### src/rtl/mem_req_ctrl.sv
// rtl/mem_req_ctrl.sv - line request to single-word memory beat sequencer
// Splits one L2 line read/write into BEATS word accesses with per-beat timeout.
module mem_req_ctrl #(
  parameter int ADDR_W  = 26,
  parameter int DATA_W  = 32,
  parameter int BEATS   = 4,
  parameter int TIMEOUT = 64
) (
  input  logic                     clk,
  input  logic                     rst,
  input  logic                     req_valid,
  output logic                     req_ready,
  input  logic                     req_rw,
  input  logic [ADDR_W-1:0]        req_addr,
  input  logic [DATA_W*BEATS-1:0]  req_wdata,
  output logic                     resp_valid,
  output logic                     resp_err,
  output logic [DATA_W*BEATS-1:0]  resp_rdata,
  output logic                     mem_req,
  output logic                     mem_rw,
  output logic [ADDR_W-1:0]        mem_addr,
  output logic [DATA_W-1:0]        mem_wd,
  input  logic [DATA_W-1:0]        mem_rd,
  input  logic                     mem_complete
);

  localparam int BW = $clog2(BEATS);
  localparam int TW = $clog2(TIMEOUT + 1);
  localparam int LW = DATA_W * BEATS;

  localparam logic [1:0] S_IDLE   = 2'd0;
  localparam logic [1:0] S_ACCESS = 2'd1;
  localparam logic [1:0] S_GAP    = 2'd2;
  localparam logic [1:0] S_DONE   = 2'd3;

  localparam logic [BW-1:0]     LAST_BEAT = BW'(BEATS - 1);
  localparam logic [TW-1:0]     LAST_TICK = TW'(TIMEOUT - 1);
  localparam logic [ADDR_W-1:0] LINE_MASK = ~ADDR_W'(BEATS - 1);

  logic [1:0]        state_q, state_d;
  logic              rw_q, rw_d;
  logic [ADDR_W-1:0] base_q, base_d;
  logic [LW-1:0]     wdata_q, wdata_d;
  logic [BW-1:0]     beat_q, beat_d;
  logic [TW-1:0]     tcnt_q, tcnt_d;
  logic              mem_req_q, mem_req_d;
  logic              mem_rw_q, mem_rw_d;
  logic [ADDR_W-1:0] mem_addr_q, mem_addr_d;
  logic [DATA_W-1:0] mem_wd_q, mem_wd_d;
  logic              resp_valid_q, resp_valid_d;
  logic              resp_err_q, resp_err_d;
  logic [LW-1:0]     rdata_q, rdata_d;
  logic [BW-1:0]     beat_nx;

  assign beat_nx = beat_q + 1'b1;

  always_comb begin
    state_d      = state_q;
    rw_d         = rw_q;
    base_d       = base_q;
    wdata_d      = wdata_q;
    beat_d       = beat_q;
    tcnt_d       = tcnt_q;
    mem_req_d    = mem_req_q;
    mem_rw_d     = mem_rw_q;
    mem_addr_d   = mem_addr_q;
    mem_wd_d     = mem_wd_q;
    resp_valid_d = 1'b0;
    resp_err_d   = 1'b0;
    rdata_d      = rdata_q;
    case (state_q)
      S_IDLE: begin
        if (req_valid) begin
          state_d    = S_ACCESS;
          rw_d       = req_rw;
          base_d     = req_addr & LINE_MASK;
          wdata_d    = req_wdata;
          beat_d     = '0;
          tcnt_d     = '0;
          mem_req_d  = 1'b1;
          mem_rw_d   = req_rw;
          mem_addr_d = req_addr & LINE_MASK;
          mem_wd_d   = req_wdata[DATA_W-1:0];
        end
      end
      S_ACCESS: begin
        // Completion is checked first so a pulse in the final allowed cycle still succeeds.
        if (mem_complete) begin
          tcnt_d    = '0;
          mem_req_d = 1'b0;
          if (!rw_q) rdata_d[DATA_W*int'(beat_q) +: DATA_W] = mem_rd;
          if (beat_q == LAST_BEAT) begin
            state_d      = S_DONE;
            resp_valid_d = 1'b1;
          end else begin
            state_d = S_GAP;
          end
        end else if (tcnt_q == LAST_TICK) begin
          tcnt_d       = '0;
          mem_req_d    = 1'b0;
          state_d      = S_DONE;
          resp_valid_d = 1'b1;
          resp_err_d   = 1'b1;
        end else begin
          tcnt_d = tcnt_q + 1'b1;
        end
      end
      S_GAP: begin
        beat_d     = beat_nx;
        state_d    = S_ACCESS;
        mem_req_d  = 1'b1;
        mem_addr_d = base_q | {{(ADDR_W-BW){1'b0}}, beat_nx};
        mem_wd_d   = wdata_q[DATA_W*int'(beat_nx) +: DATA_W];
      end
      default: begin
        state_d = S_IDLE;
      end
    endcase
  end

  always_ff @(posedge clk or posedge rst) begin
    if (rst) begin
      state_q      <= S_IDLE;
      rw_q         <= 1'b0;
      base_q       <= '0;
      wdata_q      <= '0;
      beat_q       <= '0;
      tcnt_q       <= '0;
      mem_req_q    <= 1'b0;
      mem_rw_q     <= 1'b0;
      mem_addr_q   <= '0;
      mem_wd_q     <= '0;
      resp_valid_q <= 1'b0;
      resp_err_q   <= 1'b0;
      rdata_q      <= '0;
    end else begin
      state_q      <= state_d;
      rw_q         <= rw_d;
      base_q       <= base_d;
      wdata_q      <= wdata_d;
      beat_q       <= beat_d;
      tcnt_q       <= tcnt_d;
      mem_req_q    <= mem_req_d;
      mem_rw_q     <= mem_rw_d;
      mem_addr_q   <= mem_addr_d;
      mem_wd_q     <= mem_wd_d;
      resp_valid_q <= resp_valid_d;
      resp_err_q   <= resp_err_d;
      rdata_q      <= rdata_d;
    end
  end

  assign req_ready  = (state_q == S_IDLE);
  assign resp_valid = resp_valid_q;
  assign resp_err   = resp_err_q;
  assign resp_rdata = rdata_q;
  assign mem_req    = mem_req_q;
  assign mem_rw     = mem_rw_q;
  assign mem_addr   = mem_addr_q;
  assign mem_wd     = mem_wd_q;

endmodule

### config.mk
export PLATFORM = sky130hd
export DESIGN_NAME = mem_req_ctrl
export DESIGN_NICKNAME = d
export VERILOG_FILES = /design/src/rtl/mem_req_ctrl.sv
export SDC_FILE = /design/constraint.sdc
export NUM_CORES = 1
export LEC_CHECK = 0
export ABC_AREA = 0
export CAP_MARGIN = 40
export CORE_AREA = 4 4 242 149
export CTS_BUF_LIST = sky130_fd_sc_hd__clkbuf_8
export DETAILED_ROUTE_END_ITERATION = 10
export DIE_AREA = 0 0 246 153
export DONT_BUFFER_PORTS = 1
export GPL_ROUTABILITY_DRIVEN = 1
export GPL_TIMING_DRIVEN = 0
export PLACE_DENSITY_LB_ADDON = 0.2
export RECOVER_POWER = 25
export SYNTH_ARGS = -nofsm -noshare
export SYNTH_HDL_FRONTEND = slang
export SYNTH_SLANG_ARGS = --single-unit
### constraint.sdc
create_clock -name clk -period 12.5 [get_ports clk]
set_clock_uncertainty 0.1 [all_clocks]
set_input_delay 2.5 -clock clk [delete_from_list [all_inputs] [get_ports clk]]
set_output_delay 2.5 -clock clk [all_outputs]
set_load 0.005 [all_outputs]
==> results.sh, run 1 <==
export IMPL_outcome="finished, violations left"
export IMPL_violations="max-capacitance violations, max-slew violations"
export IMPL_crit_buf_inv=4
export IMPL_cts_htree_levels=2
export IMPL_io_buffers=0
export IMPL_cts_repair_resized=0
export IMPL_maxSlewViolCount=66
export IMPL_insertion_delay_ps=610
export IMPL_chipHeight_um=153
export IMPL_via_per_inst=5.79
export IMPL_cts_sinks=351
export IMPL_irDropWorstVdd_v=0.000130
export IMPL_holdCritPathClass="reg2reg"
export IMPL_core_area_mm2=0.0336
export IMPL_fin_crit_ps=5050
export IMPL_synth_area_mm2=0.0151
export IMPL_first_pass_iters=9
export IMPL_startpoint_type="input port"
export IMPL_globalplace_congestion=0.905
export IMPL_boundaryPins=382
export IMPL_ant_nets=0
export IMPL_busiest_layer="met1"
export IMPL_yosys_area_top_type="dfrtp_1"
export IMPL_post_route_period_util_pct=40.4
export IMPL_area_growth_pct=11.8
export IMPL_die_w_um=246
export IMPL_r2r_start="beat_q[0]"
export IMPL_rsz0062_at_grt="false"
export IMPL_hold_buffers=0
export IMPL_met2_usage_pct=34.7
export IMPL_clkPwrFrac_pct=21.8
export IMPL_power_switching_uw=1680
export IMPL_row_count=52
export IMPL_cts_root_buf="clkbuf_8"
export IMPL_cp_common_cell="buf_16"
export IMPL_cp_end_kind="async pin"
export IMPL_total_power_uw=4560
export IMPL_path_cells="clkinvlp_2 > buf_16 > buf_16 > buf_16"
export IMPL_crit_arrival_ps=5670
export IMPL_crit_type="in2async"
export IMPL_cp_slowest_stage_delay_ps=1700
export IMPL_intPower_uw=2880
export IMPL_maxCapViolCount=1
export IMPL_rrSetupSlack_ps=7640
export IMPL_grt_util_met1_pct=34.8
export IMPL_ys_async_sr_fraction_pct=100
export IMPL_gr_usage_met3_pct=9.23
export IMPL_p_seq_share_pct=46.0
export IMPL_syn_num_nets=1459
export IMPL_finalNetCount=1518
export IMPL_seq_area_frac_synth_pct=58.3
export IMPL_ys_top_cells_by_count="dfrtp_1, mux2_2, o21ai_0"
export IMPL_reg2reg_depth=9
export IMPL_p_comb_share_pct=32.2
export IMPL_antenna_found_initial=14
export IMPL_required_ps=13120
export IMPL_setup_tns_ps=0
export IMPL_worstPathMaxFanout=111
export IMPL_crit_family="buffers and inverters"
export IMPL_clkTransAtPathRegs_ps=60
export IMPL_syn_avg_cell_area_um2=11.9
export IMPL_drive_gt1_share_pct=22.7
export IMPL_max_slew_margin_pct=-107
export IMPL_synth_edf_count=0
export IMPL_post_cts_buffers=0
export IMPL_setup_viol=0
export IMPL_cts_path_max_buffers=3
export IMPL_finalHoldViolations=0
export IMPL_crit_slowest_cell="clkinvlp_2"
export IMPL_dp_hpwl_um=33700
export IMPL_grt_pass1_vias=10525
export IMPL_yosys_warnings=0
export IMPL_p_sw_share_pct=36.8
export IMPL_totalWireLength_um=46700
export IMPL_worstReg2RegEnd="resp_rdata[89]"
export IMPL_wire_per_inst_um=25.5
export IMPL_path_depth=4
export IMPL_routed_via_count=10591
export IMPL_synth_area_leaders="dfrtp_1, mux2_2, nand4_1"
export IMPL_numCtsBuffers=54
export IMPL_synth_cell_types=36
export IMPL_critPathLaunch="rst"
export IMPL_crit_path_end="wdata_q[12]"
export IMPL_drc=0
export IMPL_die_area_mm2=0.0376
export IMPL_hold_ws_ps=386
export IMPL_grt_usage_pct=24.4
export IMPL_synth_most_common_cell="dfrtp_1"
export IMPL_cts_tree="built"
export IMPL_synth_seq_cells=351
export IMPL_syn_inst=1262
export IMPL_p_leak_uw=0.00735
export IMPL_grt_max_degree=112
export IMPL_globalRouteOverflowTotal=0
export IMPL_drt_iter0_markers=977
export IMPL_power_density_mw_per_mm2=271
export IMPL_worst_pin_slew_ps=3090
export IMPL_start_util_pct=44.8
export IMPL_ys_flop_type="dfrtp_1"
export IMPL_clock_fmax_mhz=198
export IMPL_grt_pass1_wl_um=70100
export IMPL_synth_top_area_share_pct=58.3
==> layout by cell type (no fill, tap or decap), drive strengths merged, types with 2 or more instances in the layout <==
cell type | netlist | final
o21a | 2 | 2
nand3 | 4 | 4
clkinv | 0 | 7
mux2i | 26 | 26
clkbuf | 45 | 121
nand4 | 128 | 128
a21oi | 4 | 4
o21ai | 159 | 159
buf | 56 | 53
mux4 | 32 | 32
diode | 0 | 7
nor3b | 5 | 5
and2 | 5 | 5
or3 | 3 | 3
nor2b | 4 | 4
o21bai | 3 | 3
a22oi | 32 | 32
inv | 134 | 152
ha | 6 | 6
nand2 | 98 | 98
nand2b | 2 | 2
mux2 | 153 | 153
clkinvlp | 0 | 3
dfrtp | 351 | 351
==> per-stage QoR <==
step	cell area, µm²	setup WS [ps]	util (%)	cells
after floorplan	15100	165	-	1262
after global placement	15600	-3960	46.5	1721
after detailed placement	15700	8090	46.7	1724
after CTS	16800	8490	50.1	1823
after global routing	16800	6870	50.0	1829
final	16800	7450	50.0	1830
==> cells by family (layout without fill, tap and decap cells) <==
kind of cell / Yosys count / after routing / synth area share [%]
other: 0 / 7 / 0
buffers and inverters: 235 / 337 / 6.56
AND/OR/NAND/NOR: 256 / 256 / 9.22
flip-flops: 351 / 351 / 58.3
adder cells (fa/ha/maj): 6 / 6 / 0.499
multiplexers: 211 / 211 / 18.0
AO/OA/AOI/OAI: 203 / 203 / 7.43
==> per-layer routing <==
| metal | routed length [µm] | vias up | share of wire (%) |
|---|---|---|---|
| li1 | - | 4561 | - |
| met1 | 20200 | 5423 | 43 |
| met2 | 20300 | 487 | 43 |
| met3 | 4870 | 106 | 10 |
| met4 | 1280 | 14 | 2.7 |
| met5 | 83 | - | 0.18 |
==> worst register-to-register path, delay by kind of cell (launching register included) <==
| kind | cells | cell delay [ps] |
|---|---|---|
| buf+inv | 5 | 2410 |
| simple gates | 2 | 1290 |
| flops | 1 | 500 |
| fa+ha+maj | 1 | 340 |
| compound gates | 1 | 140 |
==> how the worst min path moves through the flow <==
stage                  endpoint  cells past startpoint         from  slack (ps)
floorplan           wdata_q[81]                      1  wdata_q[81]         350
global placement    wdata_q[90]                      1  wdata_q[90]         370
detailed placement  wdata_q[89]                      1  wdata_q[89]         370
CTS                 wdata_q[89]                      1  wdata_q[89]         390
global route        wdata_q[19]                      1  wdata_q[19]         410
finish              wdata_q[82]                      1  wdata_q[82]         390
==> cell type report <==
class,count,area (µm²)
Sequential cell,351,8780
Clock buffer,70,963
Timing Repair Buffer,3,82.6
Fill cell,3003,16800
Buffer,101,474
Inverter,134,504
Clock inverter,29,159
Antenna cell,7,17.5
Tap cell,459,574
Multi-Input combinational cell,676,5270
==> power groups by stage <==
stage | Sequential, µW | Combinational, µW | Clock [µW]
finish | 2090 | 1470 | 994
global route | 2150 | 1620 | 1080
CTS | 2100 | 1490 | 1020
detailed placement | 2110 | 1480 | 0
global placement | 2100 | 1440 | 0
floorplan | 1940 | 1150 | 0
==> state kept, by name (all words and copies together), names as in the netlist, 2 cells and up <==
name        cells
mem_wd         32
mem_addr       25
base_q         24
tcnt_q          7
wdata_q       128
resp_rdata    128
state_q         2
Note: power is estimated with default switching activity, not from simulation.
==> run 2, diff against run 1 <==
Settings changed: ABC_AREA 0 to 1, CORE_AREA 4 4 242 149 to 4 4 243 150, DIE_AREA 0 0 246 153 to 0 0 247 154.
Clock period 12.5 ns to 4.07 ns, I/O delays scaled along.
==> run 2 against run 1 <==
Net effect:
- the flow still finishes with violations (max-capacitance violations, max-slew violations)
- first-iteration DRC count up 27%
- synthesized cell count up 48%
- design area increased by 1.8%
- critical endpoint is now mem_wd[19]
==> results.sh, run 2 <==
export IMPL_outcome="finished, violations left"
export IMPL_violations="max-capacitance violations, max-slew violations"
export IMPL_row_count=53
export IMPL_reg2reg_depth=11
export IMPL_finalNetCount=2129
export IMPL_final_common_cell="nand2_1"
export IMPL_first_pass_iters=5
export IMPL_drt_iter0_markers=1242
export IMPL_drc=0
export IMPL_worstPathMaxFanout=12
export IMPL_routed_via_count=13315
export IMPL_ys_flop_type="dfrtp_1"
export IMPL_yosys_area_top_type="dfrtp_1"
export IMPL_boundaryPins=382
export IMPL_worst_pin_slew_ps=1880
export IMPL_maxCapViolCount=1
export IMPL_post_cts_buffers=0
export IMPL_multi_input_area_mm2=0.00562
export IMPL_irDropWorstVdd_v=0.000310
export IMPL_post_route_period_util_pct=94.6
export IMPL_finalHoldViolations=0
export IMPL_antenna_found_initial=6
export IMPL_placed_area_mm2=0.0161
export IMPL_numCtsBuffers=54
export IMPL_chipHeight_um=154
export IMPL_cts_path_max_buffers=3
export IMPL_core_area_mm2=0.0344
export IMPL_wire_per_inst_um=21.7
export IMPL_synth_simple_area_share_pct=24.6
export IMPL_rsz0062_at_grt="false"
export IMPL_ant_nets=0
export IMPL_utilization_pct=49.8
export IMPL_cp_end_kind="flip-flop"
export IMPL_seq_area_frac_synth_pct=57.5
export IMPL_syn_avg_cell_area_um2=8.19
export IMPL_power_density_mw_per_mm2=781
export IMPL_die_area_mm2=0.0380
export IMPL_globalplace_congestion=0.902
export IMPL_totalWireLength_um=52900
export IMPL_syn_num_nets=2061
export IMPL_ys_async_sr_fraction_pct=100
export IMPL_synth_cell_types=26
export IMPL_synth_most_common_cell="nand2_1"
export IMPL_synth_fa_ha_area_share_pct=0.492
export IMPL_muxShareOfSynthArea_pct=0
export IMPL_ys_top_cells_by_count="nand2_1, dfrtp_1, o21ai_0"
export IMPL_start_util_pct=44.4
export IMPL_io_buffers=0
export IMPL_setup_viol=0
export IMPL_clkTransAtPathRegs_ps=60
export IMPL_via_per_inst=5.45
export IMPL_synth_area_leaders="dfrtp_1, nand2_1, o21ai_0"
export IMPL_cts_root_buf="clkbuf_8"
export IMPL_grt_usage_pct=27.5
export IMPL_yosys_warnings=0
export IMPL_cts_htree_levels=2
export IMPL_synth_compound_area_share_pct=11.7
export IMPL_required_ps=4520
export IMPL_finalInstanceArea_mm2=0.0171
export IMPL_cts_sinks=351
export IMPL_total_power_uw=13400
export IMPL_drive_gt1_share_pct=8.13
export IMPL_syn_inst=1864
export IMPL_clock_fmax_mhz=260
export IMPL_synth_area_mm2=0.0153
export IMPL_worstReg2RegEnd="mem_wd[19]"
export IMPL_startpoint_type="flip-flop"
export IMPL_hold_path_cell_count=1
export IMPL_min_to="resp_err"
export IMPL_cts_tree="built"
export IMPL_worstHoldStart="mem_complete"
export IMPL_maxSlewViolCount=30
export IMPL_holdCritPathClass="in2reg"
export IMPL_crit_type="reg2reg"
export IMPL_synth_edf_count=0
export IMPL_dp_hpwl_um=39600
export IMPL_p_leak_uw=0.00874
export IMPL_globalRouteOverflowTotal=0
export IMPL_synth_top_area_share_pct=57.5
export IMPL_regArea_mm2=0.00878
export IMPL_worst_slack_ps=221
export IMPL_die_w_um=247
export IMPL_grt_pass1_wl_um=80200
export IMPL_synth_seq_cells=351
export IMPL_grt_max_degree=39
export IMPL_insertion_delay_ps=610
export IMPL_grt_pass1_vias=12837
export IMPL_crit_arrival_ps=4300
export IMPL_r2r_start="beat_q[0]"
export IMPL_rrSetupSlack_ps=220
export IMPL_max_slew_margin_pct=-25.4
export IMPL_fill_cells=3348
export IMPL_dp_slack_ps=345
export IMPL_synth_top_family_by_area="simple AND/OR/NAND/NOR gates"
export IMPL_setup_tns_ps=0
export IMPL_fin_crit_ps=3850
export IMPL_mostFrequentLayoutCells="nand2_1, dfrtp_1, o21ai_0"
export IMPL_synthXorXnorAreaFrac_pct=0.0574
export IMPL_area_growth_pct=12.2
==> run 2: layout make-up <==
type	count	area share (%)
sequential	351	51.3
multi-input combinational	1309	32.8
clock buffer	71	5.71
tap	467	3.41
buffer	118	3.13
inverter	86	1.89
timing repair buffer	12	0.840
clock inverter	21	0.811
antenna	6	0.0877
==> run 2: worst max path at each step <==
| stage | start | endpoint | slack (ps) | depth (start not counted) |
|---|---|---|---|---|
| after floorplan | rst | base_q[10] | -1540 | 1 |
| after global placement | rst | wdata_q[113] | -3650 | 1 |
| after detailed placement | beat_q[0] | mem_wd[11] | 350 | 12 |
| after CTS | beat_q[0] | mem_wd[11] | 310 | 12 |
| after global routing | beat_q[0] | mem_wd[19] | 70 | 11 |
| final | beat_q[0] | mem_wd[19] | 220 | 11 |
==> run 2: stage by stage <==
stage	hold WS (ps)	cells
detailed placement	362	2342
finish	201	2441
CTS	145	2435
floorplan	344	1864
global placement	359	2331
global route	148	2439
==> run 2: where the power goes <==
group / switching (µW) / leakage, µW / internal (µW)
clock: 1440 / 0.000631 / 1670
combinational: 3320 / 0.00358 / 1300
sequential: 915 / 0.00453 / 4720
==> run 2: routing by layer <==
layer / share of wire, % / wire length [µm] / GRT usage [%] / vias up
li1: - / - / - / 6091
met5: 0.051 / 27 / 0 / -
met4: 2.5 / 1320 / 8.23 / 4
met2: 42 / 22000 / 37.9 / 624
met1: 46 / 24300 / 41.3 / 6521
met3: 10 / 5270 / 8.52 / 75
==> run 2: worst max-delay path, stage by stage (launching register included) <==
cell and delay (ps):
dfrtp_1 700, buf_2 420, inv_1 150, buf_4 220, buf_2 260, ha_1 420
buf_2 290, clkbuf_1 450, o21ai_0 380, o211ai_1 260, nand2_1 80, nand2_1 60
==> run 2: kinds of logic after synthesis <==
logic type	Yosys count
simple gates	962
xor+xnor	1
flops	351
compound gates	340
fa+ha+maj	6
buf+inv	204
==> run 2: repair_timing <==
action / in CTS / in global routing
gates resized for setup: 0 / 0
hold buffers: 1 / 0
endpoints found under the hold margin: 16 / 0
==> run 3, diff against run 2 <==
Settings changed: RECOVER_POWER 25 to 100.
==> run 3 against run 2 <==
Net effect:
- the flow still finishes with violations (max-capacitance violations, max-slew violations)
- via count shrank 0.26%
- first-iteration DRC count decreased by 0.56%
- sequential power barely moved
- clock power about the same
- worst setup slack better by 5.2 ps
- flip-flop and latch count unchanged
- design area shrank 0.44%
- highest routed layer unchanged
- core utilization fell by 0.22 points
- critical path depth unchanged
- die area is the same
==> results.sh, run 3 (synthesis gave the netlist of run 2 again) <==
export IMPL_antenna_found_initial=6
export IMPL_row_count=53
export IMPL_gr_usage_met3_pct=8.52
export IMPL_startpoint_type="flip-flop"
export IMPL_grt_pass1_wl_um=80200
export IMPL_clkPwrFrac_pct=23.3
export IMPL_globalplace_congestion=0.902
export IMPL_maxCapViolCount=1
export IMPL_cts_tree="built"
export IMPL_intPower_uw=7650
export IMPL_holdCritPathClass="in2reg"
export IMPL_ant_nets=0
export IMPL_worstPathMaxFanout=12
export IMPL_worst_pin_slew_ps=1880
export IMPL_cts_path_max_buffers=3
export IMPL_p_leak_uw=0.00866
export IMPL_grt_usage_pct=27.5
export IMPL_p_seq_share_pct=42.4
export IMPL_required_ps=4530
export IMPL_grt_max_degree=39
export IMPL_grt_util_met1_pct=41.3
export IMPL_finalNetCount=2129
export IMPL_boundaryPins=382
export IMPL_routed_via_count=13281
export IMPL_crit_slowest_cell="dfrtp_1"
export IMPL_p_sw_share_pct=42.5
export IMPL_power_switching_uw=5650
export IMPL_hold_ws_ps=202
export IMPL_cts_htree_levels=2
export IMPL_irDropWorstVdd_v=0.000308
export IMPL_multi_input_area_mm2=0.00562
export IMPL_fill_cells=3364
export IMPL_maxSlewViolCount=30
export IMPL_max_slew_margin_pct=-25.2
export IMPL_finalHoldViolations=0
export IMPL_mostFrequentLayoutCells="nand2_1, dfrtp_1, o21ai_0"
export IMPL_fin_crit_ps=3840
export IMPL_clock_fmax_mhz=260
export IMPL_busiest_layer="met1"
export IMPL_cp_common_cell="buf_2"
export IMPL_power_density_mw_per_mm2=780
export IMPL_path_cells="buf_2 > inv_1 > buf_4 > buf_2 > ha_1 > buf_2 > clkbuf_1 > o21ai_0 > o211ai_1 > nand2_1 > nand2_1"
export IMPL_die_w_um=247
export IMPL_final_common_cell="nand2_1"
export IMPL_core_area_mm2=0.0344
export IMPL_post_route_period_util_pct=94.4
export IMPL_place_inst=2342
export IMPL_grt_pass1_vias=12837
export IMPL_outcome="finished, violations left"
export IMPL_clkTransAtPathRegs_ps=70
export IMPL_cts_repair_resized=0
export IMPL_via_per_inst=5.45
export IMPL_crit_arrival_ps=4300
export IMPL_met2_usage_pct=37.9
export IMPL_start_util_pct=44.4
export IMPL_p_comb_share_pct=34.3
export IMPL_insertion_delay_ps=610
export IMPL_crit_type="reg2reg"
export IMPL_area_growth_pct=11.7
export IMPL_dp_hpwl_um=39600
export IMPL_rsz0062_at_grt="false"
export IMPL_cts_sinks=351
export IMPL_drc=0
export IMPL_cts_root_buf="clkbuf_8"
export IMPL_io_buffers=0
export IMPL_drive_gt1_share_pct=6.76
export IMPL_setup_viol=0
export IMPL_regArea_mm2=0.00878
export IMPL_violations="max-capacitance violations, max-slew violations"
export IMPL_utilization_pct=49.5
export IMPL_cp_slowest_stage_delay_ps=690
export IMPL_totalWireLength_um=52800
export IMPL_cp_end_kind="flip-flop"
export IMPL_finalNonFillerCells=2439
export IMPL_die_area_mm2=0.0380
export IMPL_chipHeight_um=154
export IMPL_numCtsBuffers=54
export IMPL_drt_iter0_markers=1235
export IMPL_globalRouteOverflowTotal=0
export IMPL_first_pass_iters=6
export IMPL_wire_per_inst_um=21.7
==> run 3: cell types whose count changed in the layout (fill, tap and decap cells not counted), sizes merged <==
cell / before / now
clkbuf: 132 / 163
diode: 6 / 4
buf: 68 / 37
==> run 3: worst paths after layout <==
check	from	end	slack (ps)	cells after the start
max	beat_q[0]	mem_wd[19]	230	11
min	mem_complete	resp_err	200	1
max reg2reg	beat_q[0]	mem_wd[19]	230	11
min reg2reg	wdata_q[111]	wdata_q[111]	370	2
max in group asynchronous	rst	resp_rdata[43]	530	5
min in group asynchronous	rst	base_q[7]	680	2
==> run 3: worst max-delay path, delay by kind of cell (launching register included) <==
kind,cells,cell delay [ps]
compound gates,2,640
fa+ha+maj,1,420
buf+inv,6,1790
flops,1,690
simple gates,2,140
==> run 3: what timing repair did <==
item	in CTS	in global routing
setup buffers	0	0
hold buffers	1	0
endpoints found under the hold margin	16	0
==> run 3: per-stage QoR <==
step / power (µW) / instance area [µm²] / setup WS [ps] / TNS [ps]
floorplan: 8450 / 15300 / -1540 / -542080
global placement: 10100 / 15900 / -3650 / -1265080
detailed placement: 10300 / 16100 / 345 / 0
CTS: 13400 / 17200 / 313 / 0
global route: 14300 / 17100 / 58.7 / 0
finish: 13300 / 17100 / 226 / 0
==> run 3: routing by layer <==
layer	wire length [µm]	share of wire (%)	up-vias
met4	1390	2.6	4
met1	23800	45	6450
met5	27	0.051	-
li1	-	-	6084
met3	5630	11	88
met2	21900	42	655
==> run 3: final cells by class <==
cell class / instances / share of cell area [%]
multi-input cells: 1309 / 33.0
inverters: 86 / 1.90
well taps: 467 / 3.43
flip-flops and latches: 351 / 51.5
plain buffers: 118 / 2.89
diodes: 4 / 0.0587
clock buffers: 71 / 5.73
repair buffers: 12 / 0.719
clock inverters: 21 / 0.814
==> run 3: power by group through the flow <==
stage | clock, µW | sequential (µW) | combinational (µW)
floorplan | 0 | 5340 | 3120
global placement | 0 | 5660 | 4430
detailed placement | 0 | 5670 | 4580
CTS | 3150 | 5630 | 4600
global route | 3340 | 5760 | 5190
finish | 3100 | 5630 | 4570
